## src/rtl/div_unit_if.sv

```systemverilog
// Handshake and operand bundle between the execute stage and the iterative divider.
// The pipeline side is the master; the divider is the slave.
interface div_unit_if;
  logic        start;
  logic        signed_op;
  logic [31:0] A;
  logic [31:0] B;
  logic        cancel;
  logic        busy;
  logic        done;
  logic [63:0] result;
  logic        div_by_zero;

  modport master (
    output start, signed_op, A, B, cancel,
    input  busy, done, result, div_by_zero
  );

  modport slave (
    input  start, signed_op, A, B, cancel,
    output busy, done, result, div_by_zero
  );
endinterface

```

## src/rtl/div_unit.sv

```systemverilog
// Iterative restoring radix-2 divider, one quotient bit per cycle.
// Signed operands are reduced to magnitudes on acceptance and the signs are
// re-applied in the final FIX cycle, so the core loop is purely unsigned.
module div_unit (
  input  logic       clk,
  input  logic       rst_n,
  div_unit_if.slave  bus
);

  typedef enum logic [1:0] {
    IDLE = 2'd0,
    CALC = 2'd1,
    FIX  = 2'd2
  } state_t;

  state_t      state;
  state_t      state_next;

  logic        sign_q;
  logic        sign_r;
  logic        dbz;
  logic [31:0] dvd;
  logic [31:0] dvs;
  logic [32:0] rem;
  logic [4:0]  count;

  logic [63:0] result_q;
  logic        done_q;
  logic        dbz_q;

  logic        accept;
  logic        b_zero;
  logic [31:0] abs_a;
  logic [31:0] abs_b;
  logic [33:0] trial;
  logic [32:0] shifted;
  logic [31:0] q_fix;
  logic [31:0] r_fix;

  assign accept  = (state == IDLE) && bus.start && !bus.cancel;
  assign b_zero  = (bus.B == 32'h0);
  assign abs_a   = (bus.signed_op && bus.A[31]) ? -bus.A : bus.A;
  assign abs_b   = (bus.signed_op && bus.B[31]) ? -bus.B : bus.B;

  // The dividend's top bit moves into the remainder each step; the trial
  // difference is one bit wider than the operands so its MSB is the borrow.
  assign shifted = {rem[31:0], dvd[31]};
  assign trial   = {rem, dvd[31]} - {2'b00, dvs};

  // After the last step the dividend register has become the quotient.
  assign q_fix   = sign_q ? -dvd : dvd;
  assign r_fix   = sign_r ? -rem[31:0] : rem[31:0];

  assign bus.busy        = (state != IDLE);
  assign bus.done        = done_q;
  assign bus.result      = result_q;
  assign bus.div_by_zero = dbz_q;

  // State register.
  always_ff @(posedge clk or negedge rst_n) begin
    if (!rst_n) begin
      state <= IDLE;
    end else begin
      state <= state_next;
    end
  end

  // Next-state logic: cancel always wins and returns to IDLE without a result.
  always_comb begin
    state_next = state;
    case (state)
      IDLE: begin
        if (accept) begin
          state_next = b_zero ? FIX : CALC;
        end
      end
      CALC: begin
        if (bus.cancel) begin
          state_next = IDLE;
        end else if (count == 5'd0) begin
          state_next = FIX;
        end
      end
      FIX: begin
        state_next = IDLE;
      end
      default: begin
        state_next = IDLE;
      end
    endcase
  end

  // Operand capture, the shift/subtract loop and the registered result.
  always_ff @(posedge clk or negedge rst_n) begin
    if (!rst_n) begin
      sign_q   <= 1'b0;
      sign_r   <= 1'b0;
      dbz      <= 1'b0;
      dvd      <= 32'h0;
      dvs      <= 32'h0;
      rem      <= 33'h0;
      count    <= 5'd0;
      result_q <= 64'h0;
      done_q   <= 1'b0;
      dbz_q    <= 1'b0;
    end else begin
      done_q <= 1'b0;
      case (state)
        IDLE: begin
          if (accept) begin
            sign_q <= bus.signed_op & (bus.A[31] ^ bus.B[31]);
            sign_r <= bus.signed_op & bus.A[31];
            dbz    <= b_zero;
            dvd    <= b_zero ? bus.A : abs_a;
            dvs    <= abs_b;
            rem    <= 33'h0;
            count  <= 5'd31;
          end
        end
        CALC: begin
          if (!bus.cancel) begin
            if (trial[33]) begin
              rem <= shifted;
              dvd <= {dvd[30:0], 1'b0};
            end else begin
              rem <= trial[32:0];
              dvd <= {dvd[30:0], 1'b1};
            end
            count <= count - 5'd1;
          end
        end
        FIX: begin
          if (!bus.cancel) begin
            done_q   <= 1'b1;
            dbz_q    <= dbz;
            result_q <= dbz ? {32'hFFFF_FFFF, dvd} : {q_fix, r_fix};
          end
        end
        default: begin
          done_q <= 1'b0;
        end
      endcase
    end
  end

endmodule

```

## src/flat_wrapper.sv

```systemverilog
// flat-port wrapper written by rule: the top's interface ports become plain ports
module div_unit_flat 
  (clk, rst_n, bus_start, bus_signed_op, bus_A, bus_B, bus_cancel, bus_busy, bus_done, bus_result, bus_div_by_zero);
  div_unit_if bus_i ();
  input  logic clk;
  input  logic rst_n;
  input wire logic [$bits(bus_i.start)-1:0] bus_start;
  input wire logic [$bits(bus_i.signed_op)-1:0] bus_signed_op;
  input wire logic [$bits(bus_i.A)-1:0] bus_A;
  input wire logic [$bits(bus_i.B)-1:0] bus_B;
  input wire logic [$bits(bus_i.cancel)-1:0] bus_cancel;
  output wire logic [$bits(bus_i.busy)-1:0] bus_busy;
  output wire logic [$bits(bus_i.done)-1:0] bus_done;
  output wire logic [$bits(bus_i.result)-1:0] bus_result;
  output wire logic [$bits(bus_i.div_by_zero)-1:0] bus_div_by_zero;
  assign bus_i.start = bus_start;
  assign bus_i.signed_op = bus_signed_op;
  assign bus_i.A = bus_A;
  assign bus_i.B = bus_B;
  assign bus_i.cancel = bus_cancel;
  assign bus_busy = bus_i.busy;
  assign bus_done = bus_i.done;
  assign bus_result = bus_i.result;
  assign bus_div_by_zero = bus_i.div_by_zero;
  div_unit u_core (.clk(clk), .rst_n(rst_n), .bus(bus_i));
endmodule
```

## config.mk

```make
export PLATFORM = sky130hd
export DESIGN_NAME = div_unit_flat
export DESIGN_NICKNAME = d
export VERILOG_FILES = /design/src/rtl/div_unit_if.sv /design/src/rtl/div_unit.sv /design/src/flat_wrapper.sv
export SDC_FILE = /design/constraint.sdc
export NUM_CORES = 1
export LEC_CHECK = 0
export ABC_AREA = 0
export CAP_MARGIN = 20
export CORE_ASPECT_RATIO = 0.75
export CORE_MARGIN = 2
export CORE_UTILIZATION = 45
export DETAILED_ROUTE_END_ITERATION = 7
export MAX_ROUTING_LAYER = met4
export PLACE_DENSITY = 0.63
export SLEW_MARGIN = 20
export SYNTH_ARGS = -nofsm -noshare
export SYNTH_HDL_FRONTEND = slang
export SYNTH_SLANG_ARGS = --single-unit
export TNS_END_PERCENT = 5
```

## constraint.sdc

```tcl
create_clock -name clk -period 3.55 [get_ports clk]
set_input_delay 0.71 -clock clk [delete_from_list [all_inputs] [get_ports clk]]
set_output_delay 0.71 -clock clk [all_outputs]
set_load 0.05 [all_outputs]
```

==> qor.yml, run 1 <==
slew_headroom_pct: 31.4
cts_sinks: 173
grt_first_pass_wirelength_um: 54200
path_cells: "inv_1, ha_1, or4b_1, or3_1, or4_4, or3_4, o31ai_4, xor2_1, nor2_1, a21oi_1, o21ai_1"
ir_drop_mv: 0.489
drt-total-wl_um: 33200
synth.area.top_cells: "dfrtp_1 38%, xor2_1 7.4%, o21ai_0 7.3%"
synth_top_area_share_pct: 37.6
crit_family: "simple AND/OR/NAND/NOR gates"
path_buf_inv: 1
fin_skew_ps: 8.20
synth_edf_count: 0
yosys.area.top_type: "dfrtp_1"
path_depth: 11
cp_slowest_stage_delay_ps: 490
io-pin-count: 136
seq_area_frac_synth_pct: 37.6
cp_max_fo: 6
synth_most_common_cell: "dfrtp_1"
antenna_found_initial: 0
fmax_mhz: 300
worst_setup_path_start_kind: "flip-flop"
power_mw: 10.2
portBuffers: 135
tightest_slew_ps: 1030
clk_latency_ps: 440
clk_pin_slew_worst_paths_ps: 70
endpoint_kind: "flip-flop"
synth_common_cells: "173 x dfrtp_1, 167 x o21ai_0, 158 x nand2_1, 145 x a21oi_1, 114 x nor2_1"
gp_congestion: 0.881
clk_path_buf_depth: 2
p_leak_nw: 6.15
ys_async_sr_fraction_pct: 100
cts_buffers: 17
grt_pass1_vias: 10100
antenna_left: 0
track_usage_pct: 26.1
drv_cap: 0
fin_crit_ps: 3330
cts_tree: "done"
nFillCells: 2302
hold_class: "input port to asynchronous set/reset pin"
seqCellArea_um2: 4330
power_density_nw_per_um2: 712
crit_arrival_ps: 3640
root_buffer: "clkbuf_16"
grt.overflow.total: 0
num_vias: 10700
grt_max_degree: 75
dp_hpwl_um: 25100
diodes: 0
fin_nets: 1651
start_util_pct: 45.9
drc_errors: 0
crit_path_start: "u_core.rem[1]$_DFFE_PN0P_"
cts_max_level: 4
final-hold-violation-count: 0
multiInputGateArea_um2: 6720
setup_viol: 0
rr_worst_depth: 11
ys_ff_latch: 173
setup-tns-final_ps: 0
yosys_most_used_dff: "dfrtp_1"
vias_per_cell: 5.63
cts_setup_buffers: 0
slew_violations: 0
fp-row-count: 50
area_growth_pct: 24.2
r2r_start: "u_core.rem[1]$_DFFE_PN0P_"
fin_area_um2: 14300
syn_area_per_cell_um2: 8.27
drtPass1Iterations: 5
postCtsHoldBufs: 0
syn_nets: 1502
outcome: "complete, no violations"
dieArea_um2: 26900
avgRoutedWirePerCell_um: 17.5
yosys_warnings: 0
postSynthCellCount: 1394
placed_cell_area_um2: 13600
postCtsResizedCells: 0
fin_crit_sh_pct: 93.9
coreArea_um2: 25100
drive_gt1_share_pct: 8.61
ys_types: 63
critPathKind: "flip-flop to flip-flop"
die_w_um: 189
die_h_um: 143
drtIter0Drc: 913
rsz0062_at_grt: "no"
cp_slowest_cell: "or4_4"
worstPathRequired_ps: 3850
synthesis.area_um2: 11500
[report_power, final]
group	switching (mW)	internal, mW	total [mW]
sequential	0.575	2.35	2.92
combinational	2.88	2.25	5.13
clock	0.854	1.28	2.14
total	4.31	5.88	10.2
[flip-flops by register name, summed over array words and instances (netlist names), 2 cells and up]
name / flops
u_core.dvd: 32
u_core.bus.result: 64
u_core.count: 5
u_core.rem: 33
u_core.state: 2
u_core.dvs: 32
[layout make-up]
cell class | instances | area share, %
inverters | 55 | 1.44
clock inverters | 14 | 1.58
flip-flops and latches | 173 | 30.3
clock buffers | 18 | 3.07
repair buffers | 209 | 13.7
well taps | 338 | 2.95
multi-input cells | 1087 | 47.0
[cells in the final DEF, fill, tap and decap left out, types with 4 or more instances in the layout]
| master | n |
|---|---|
| a211oi_1 | 4 |
| a21o_1 | 15 |
| a21oi_1 | 145 |
| a31oi_1 | 10 |
| and3_1 | 16 |
| buf_12 | 4 |
| buf_4 | 69 |
| bufinv_16 | 5 |
| clkbuf_16 | 17 |
| clkdlybuf4s50_1 | 134 |
| dfrtp_1 | 172 |
| ha_1 | 38 |
| inv_1 | 55 |
| inv_6 | 5 |
| mux2i_1 | 26 |
| nand2_1 | 157 |
| nand2b_1 | 10 |
| nand3_1 | 22 |
| nand4_1 | 8 |
| nor2_1 | 112 |
| nor2b_1 | 5 |
| nor3_1 | 14 |
| nor4_1 | 13 |
| o211ai_1 | 6 |
| o21ai_0 | 167 |
| o22ai_1 | 7 |
| o31ai_1 | 27 |
| o41ai_1 | 15 |
| or2_2 | 8 |
| or3_1 | 34 |
| or4_1 | 16 |
| xnor2_1 | 54 |
| xor2_1 | 96 |
[path summary, 6_finish.rpt]
kind	to	slack [ps]
worst max-delay path	u_core.bus.result[26]$_DFFE_PN0P_	220
worst min-delay path	u_core.bus.result[0]$_DFFE_PN0P_	270
worst max register to register	u_core.bus.result[26]$_DFFE_PN0P_	220
worst min register to register	u_core.bus.result[23]$_DFFE_PN0P_	480
max in group asynchronous	u_core.dvs[21]$_DFFE_PN0P_	2410
min in group clk	u_core.bus.result[23]$_DFFE_PN0P_	480
[through the flow]
stage	utilization (%)	instances	hold WS [ps]	setup slack, ps
2_1_floorplan	-	1394	414	396
5_1_grt	57.1	1894	298	27.8
4_1_cts	57.0	1893	293	201
3_5_place_dp	54.3	1861	472	0.643
6_report	57.1	1894	269	217
3_3_place_gp	54.3	1861	463	3.04
[worst reg2reg max path, cell delays in order, from the launching register on]
cell and delay, ps:
dfrtp_1 460, inv_1 110, ha_1 200, or4b_1 470, or3_1 380, or4_4 490, or3_4 430, o31ai_4 190
xor2_1 200, nor2_1 60, a21oi_1 150, o21ai_1 70
[per-layer routing]
| metal | share of wire, % | global-route usage [%] | vias up |
|---|---|---|---|
| li1 | - | - | 5235 |
| met1 | 51 | 38.7 | 5160 |
| met2 | 44 | 38.5 | 255 |
| met3 | 4.5 | 3.45 | 22 |
| met4 | 0.73 | 4.19 | 0 |
| met5 | 0 | - | - |
[logic make-up (layout without fill, tap and decap cells)]
logic type / after synthesis / count (layout) / synth area share, %
xor+xnor: 151 / 151 / 11.5
buf+inv: 134 / 296 / 4.43
mux: 27 / 27 / 2.36
fa+ha+maj: 39 / 39 / 4.30
compound gates: 433 / 433 / 21.8
flops: 173 / 173 / 37.6
simple gates: 437 / 437 / 18.1
No activity file was read; power rests on OpenSTA's default activity.
==> run 2, diff against run 1 <==
- PLACE_DENSITY: 0.63 -> 0.66
- clock period: 3.55 -> 2.9 ns (I/O delays scaled with it)
==> qor.yml, run 2 (synthesized netlist as in run 1, its figures left out) <==
outcome: "finished, violations left"
violations: "setup timing"
power_density_nw_per_um2: 872  # +23%
rsz0062_at_grt: "yes"
antenna_found_initial: 0  # unchanged
fin_nets: 1800  # +9.0%
final_common_cell: "buf_4"
die_h_um: 143  # unchanged
largest_reg_flops: 64  # unchanged
power_mw: 13.6  # +34%
setup_viol: 7  # +7
slew_violations: 0  # unchanged
grt_first_pass_wirelength_um: 57400  # +5.8%
die_w_um: 189  # unchanged
drtPass1Iterations: 5  # unchanged
grt_max_degree: 60  # -20%
track_usage_pct: 27.5  # +1.4 points
fp-row-count: 50  # unchanged
clk_pin_slew_worst_paths_ps: 70  # about the same
fin_crit_sh_pct: 106  # +12 points
root_buffer: "clkbuf_16"
cts_buffers: 17  # unchanged
avgRoutedWirePerCell_um: 17.4  # -0.61%
dieArea_um2: 26900  # unchanged
final_cell_mix: "217 x buf_4, 171 x dfrtp_1, 158 x o21ai_0"
vias_per_cell: 5.54  # -1.7%
clk_path_buf_depth: 2  # unchanged
endpoint_kind: "flip-flop"
num_vias: 11300  # +6.0%
cts_tree: "done"
tightest_slew_ps: 746  # -283 ps
io-pin-count: 136  # unchanged
clk_latency_ps: 450  # about the same
cp_max_fo: 5  # -1
drv_cap: 0  # unchanged
cts_max_level: 4  # unchanged
diodes: 0  # unchanged
hold_class: "input port to asynchronous set/reset pin"
slew_headroom_pct: 50.3  # +19 points
dp_hpwl_um: 26500  # +5.9%
grt.overflow.total: 0  # unchanged
coreArea_um2: 25100  # unchanged
p_leak_nw: 6.95  # +13%
fin_crit_ps: 3070  # -262 ps
final_core_util_pct: 62.2  # +5.2 points
critPathKind: "flip-flop to flip-flop"
fin_skew_ps: 13.5  # +5.25 ps
fmax_mhz: 326  # +8.5%
grt_pass1_vias: 10900  # +8.1%
ir_drop_mv: 0.622  # +27%
antenna_left: 0  # unchanged
setup-tns-final_ps: -455  # -455 ps
worst_setup_path_start_kind: "flip-flop"
drtIter0Drc: 902  # -1.2%
portBuffers: 135  # unchanged
cts_sinks: 173  # unchanged
drive_gt1_share_pct: 19.1  # +11 points
final-hold-violation-count: 0  # unchanged
area_growth_pct: 35.4
gp_congestion: 0.919  # +4.3%
fin_ws_ps: -171  # -388 ps
drc_errors: 0  # unchanged
drt-total-wl_um: 35600  # +7.2%
crit_arrival_ps: 3390  # -250 ps
worstPathRequired_ps: 3220  # -630 ps
start_util_pct: 45.9  # unchanged
==> run 2: what timing repair did <==
item | CTS | global route
gates resized for setup | 24 | 46
hold buffers | 0 | 0
setup endpoints to repair | 49 | 78
pin swaps | 13 | 14
setup buffers | 6 | 2
gates cloned | 0 | 0
hold endpoints to repair | 0 | 0
==> run 2: report_power, final <==
part	switching [mW]	internal [mW]	total [mW]
combinational	4.20	3.82	8.02
sequential	0.480	2.88	3.36
clock	1.03	1.20	2.23
==> run 2: critical path, stage by stage (launching register included) <==
cell and delay [ps]:
dfrtp_1 400, inv_2 80, ha_4 140, or4b_4 460, or3_4 380, or4_4 460
or3_4 380, o31ai_4 180, xor2_1 210, nor2_1 60, a21oi_1 130, o21ai_1 70
==> run 2: cell type report <==
cell class,count,area [µm²]
clock inverters,10,92.6
well taps,338,423
repair buffers,358,3110
fillers,2177,9480
inverters,55,206
multi-input cells,1087,6990
flip-flops and latches,173,4330
clock buffers,22,454
==> run 2: per-layer routing <==
layer  global-route usage [%]  part of all wire, %  vias up
li1                         -                    -     5529
met4                     5.59                  1.3        0
met3                     3.97                  4.3       39
met5                        -                    0        -
met2                     41.3                   45      296
met1                     39.6                   49     5449
==> run 2: worst paths after layout <==
kind,start,end,slack (ps),depth (start not counted)
worst max-delay path,u_core.rem[0]$_DFFE_PN0P_,u_core.bus.result[26]$_DFFE_PN0P_,-170,11
worst min-delay path,rst_n,u_core.bus.result[57]$_DFFE_PN0P_,110,1
worst max register to register,u_core.rem[0]$_DFFE_PN0P_,u_core.bus.result[26]$_DFFE_PN0P_,-170,11
worst min register to register,u_core.bus.div_by_zero$_DFFE_PN0P_,u_core.bus.div_by_zero$_DFFE_PN0P_,480,2
max in group asynchronous,rst_n,u_core.rem[25]$_DFFE_PN0P_,2000,2
min in group clk,u_core.bus.div_by_zero$_DFFE_PN0P_,u_core.bus.div_by_zero$_DFFE_PN0P_,480,2
==> run 2: stage by stage <==
stage / hold slack (ps) / std cells / worst slack (ps) / instance area, µm²
finish: 113 / 2043 / -171 / 15600
global route: 157 / 2043 / -286 / 15600
CTS: 132 / 2041 / -163 / 15400
detailed placement: 465 / 2003 / -471 / 14700
global placement: 463 / 2003 / -450 / 14700
floorplan: 284 / 1394 / -57.3 / 11500
==> run 3, diff against run 2 <==
- CORE_ASPECT_RATIO: 0.75 -> 1.2
- PLACE_DENSITY: 0.66 -> 0.63
- clock period: 2.9 -> 3.1 ns (I/O delays scaled with it)
==> qor.yml, run 3 (synthesized netlist as in run 1, its figures left out) <==
portBuffers: 135  # unchanged
drtPass1Iterations: 6  # +1
track_usage_pct: 25.2  # -2.3 points
final_cell_mix: "172 x dfrtp_1, 165 x o21ai_0, 157 x nand2_1"
slew_headroom_pct: 30.3  # -20 points
setup_viol: 0  # -7
grt.overflow.total: 0  # unchanged
critPathKind: "flip-flop to flip-flop"
nFillCells: 2355  # +8.2%
drc_errors: 0  # unchanged
cts_tree: "done"
root_buffer: "clkbuf_16"
clk_pin_slew_worst_paths_ps: 70  # about the same
fin_ws_ps: 23.8  # +195 ps
final-hold-violation-count: 0  # unchanged
worstPathRequired_ps: 3430  # +210 ps
drv_cap: 0  # unchanged
power_density_nw_per_um2: 797  # -8.6%
vias_per_cell: 5.45  # -1.6%
fin_crit_ps: 3080  # +4.94 ps
die_w_um: 150  # -21%
cts_sinks: 173  # unchanged
stdcell_count: 1964  # -3.9%
grt_max_degree: 75  # +25%
hold-worst-slack_ps: 183  # +69.5 ps
grt_first_pass_wirelength_um: 52400  # -8.8%
hold_class: "input port to asynchronous set/reset pin"
fin_crit_sh_pct: 99.2  # -6.7 points
antenna_left: 0  # unchanged
start_util_pct: 45.5  # -0.40 points
num_vias: 10700  # -5.4%
endpoint_kind: "flip-flop"
outcome: "complete, no violations"
die_h_um: 179  # +26%
fin_nets: 1729  # -3.9%
fp-row-count: 64  # +28%
clk_latency_ps: 440  # about the same
coreArea_um2: 25300  # +0.87%
final_common_cell: "dfrtp_1"
crit_arrival_ps: 3410  # +20 ps
cp_max_fo: 5  # unchanged
avgRoutedWirePerCell_um: 16.3  # -6.2%
clk_path_buf_depth: 2  # unchanged
area_growth_pct: 29.9
cts_max_level: 4  # unchanged
ir_drop_mv: 0.403  # -35%
fmax_mhz: 325  # -0.16%
dp_hpwl_um: 24500  # -7.7%
fin_skew_ps: 9.55  # -3.91 ps
cts_buffers: 17  # unchanged
dieArea_um2: 26900  # about the same
drt-total-wl_um: 32100  # -9.8%
place_ws_ps: -373  # +98.2 ps
grt_pass1_vias: 10400  # -5.4%
diodes: 0  # unchanged
drive_gt1_share_pct: 14.1  # -5.0 points
drtIter0Drc: 595  # -34%
io-pin-count: 136  # unchanged
rsz0062_at_grt: "yes"
setup-tns-final_ps: 0  # +455 ps
antenna_found_initial: 0  # unchanged
largest_reg_flops: 64  # unchanged
p_leak_nw: 6.52  # -6.2%
tightest_slew_ps: 1050  # +300 ps
slew_violations: 0  # unchanged
worst_setup_path_start_kind: "flip-flop"
gp_congestion: 0.928  # +0.98%
placed_cells: 1932  # -3.5%
-- run 3: cell type report --
type	instances	area [µm²]	area share, %
sequential	173	4330	28.9
tap	330	413	2.76
clock inverter	13	156	1.04
inverter	55	206	1.38
multi-input combinational	1087	6820	45.6
clock buffer	19	443	2.96
timing repair buffer	287	2590	17.3
-- run 3: timing repair --
action	CTS	global route
gates resized for setup	6	19
setup buffers	0	0
cloned	0	0
pin swaps	3	4
endpoints found under the setup margin	9	32
hold buffers	0	0
-- run 3: routing by layer --
| layer | global-route usage, % | vias to the layer above | part of all wire [%] |
|---|---|---|---|
| met2 | 43.1 | 259 | 49 |
| met4 | 7.55 | 0 | 2.3 |
| li1 | - | 5387 | - |
| met3 | 3.59 | 55 | 4.0 |
| met5 | - | - | 0 |
| met1 | 31.1 | 4998 | 44 |
-- run 3: power by group --
group,leakage [nW],internal [mW],switching [mW],total (mW)
sequential,2.20,2.69,0.522,3.21
clock,0.287,1.23,0.960,2.19
combinational,4.04,3.06,3.48,6.54
total,6.52,6.97,4.96,11.9
-- run 3: final timing paths --
check / cells past startpoint / to / from / slack (ps)
max: 11 / u_core.bus.result[26]$_DFFE_PN0P_ / u_core.rem[0]$_DFFE_PN0P_ / 20
min: 1 / u_core.bus.result[37]$_DFFE_PN0P_ / rst_n / 180
max reg2reg: 11 / u_core.bus.result[26]$_DFFE_PN0P_ / u_core.rem[0]$_DFFE_PN0P_ / 20
min reg2reg: 2 / u_core.dvs[5]$_DFFE_PN0P_ / u_core.dvs[5]$_DFFE_PN0P_ / 480
max in group asynchronous: 2 / u_core.rem[32]$_DFFE_PN0P_ / rst_n / 2160
min in group clk: 2 / u_core.dvs[5]$_DFFE_PN0P_ / u_core.dvs[5]$_DFFE_PN0P_ / 480
-- run 3: per-stage QoR --
step	total power [mW]	utilization, %	area (µm²)
4_1_cts	11.9	58.8	14900
2_1_floorplan	7.32	-	11500
5_1_grt	12.9	59.1	15000
6_report	11.9	59.1	15000
3_3_place_gp	9.57	56.4	14300
3_5_place_dp	9.62	56.4	14300
-- run 3: critical path, stage by stage (launching register included) --
cell     delay (ps)
dfrtp_1         380
inv_1            80
ha_1            170
or4b_4          470
or3_4           370
or4_4           450
or3_4           380
o31ai_4         190
xor2_1          200
nor2_1           70
a21oi_2         150
o21ai_1          70
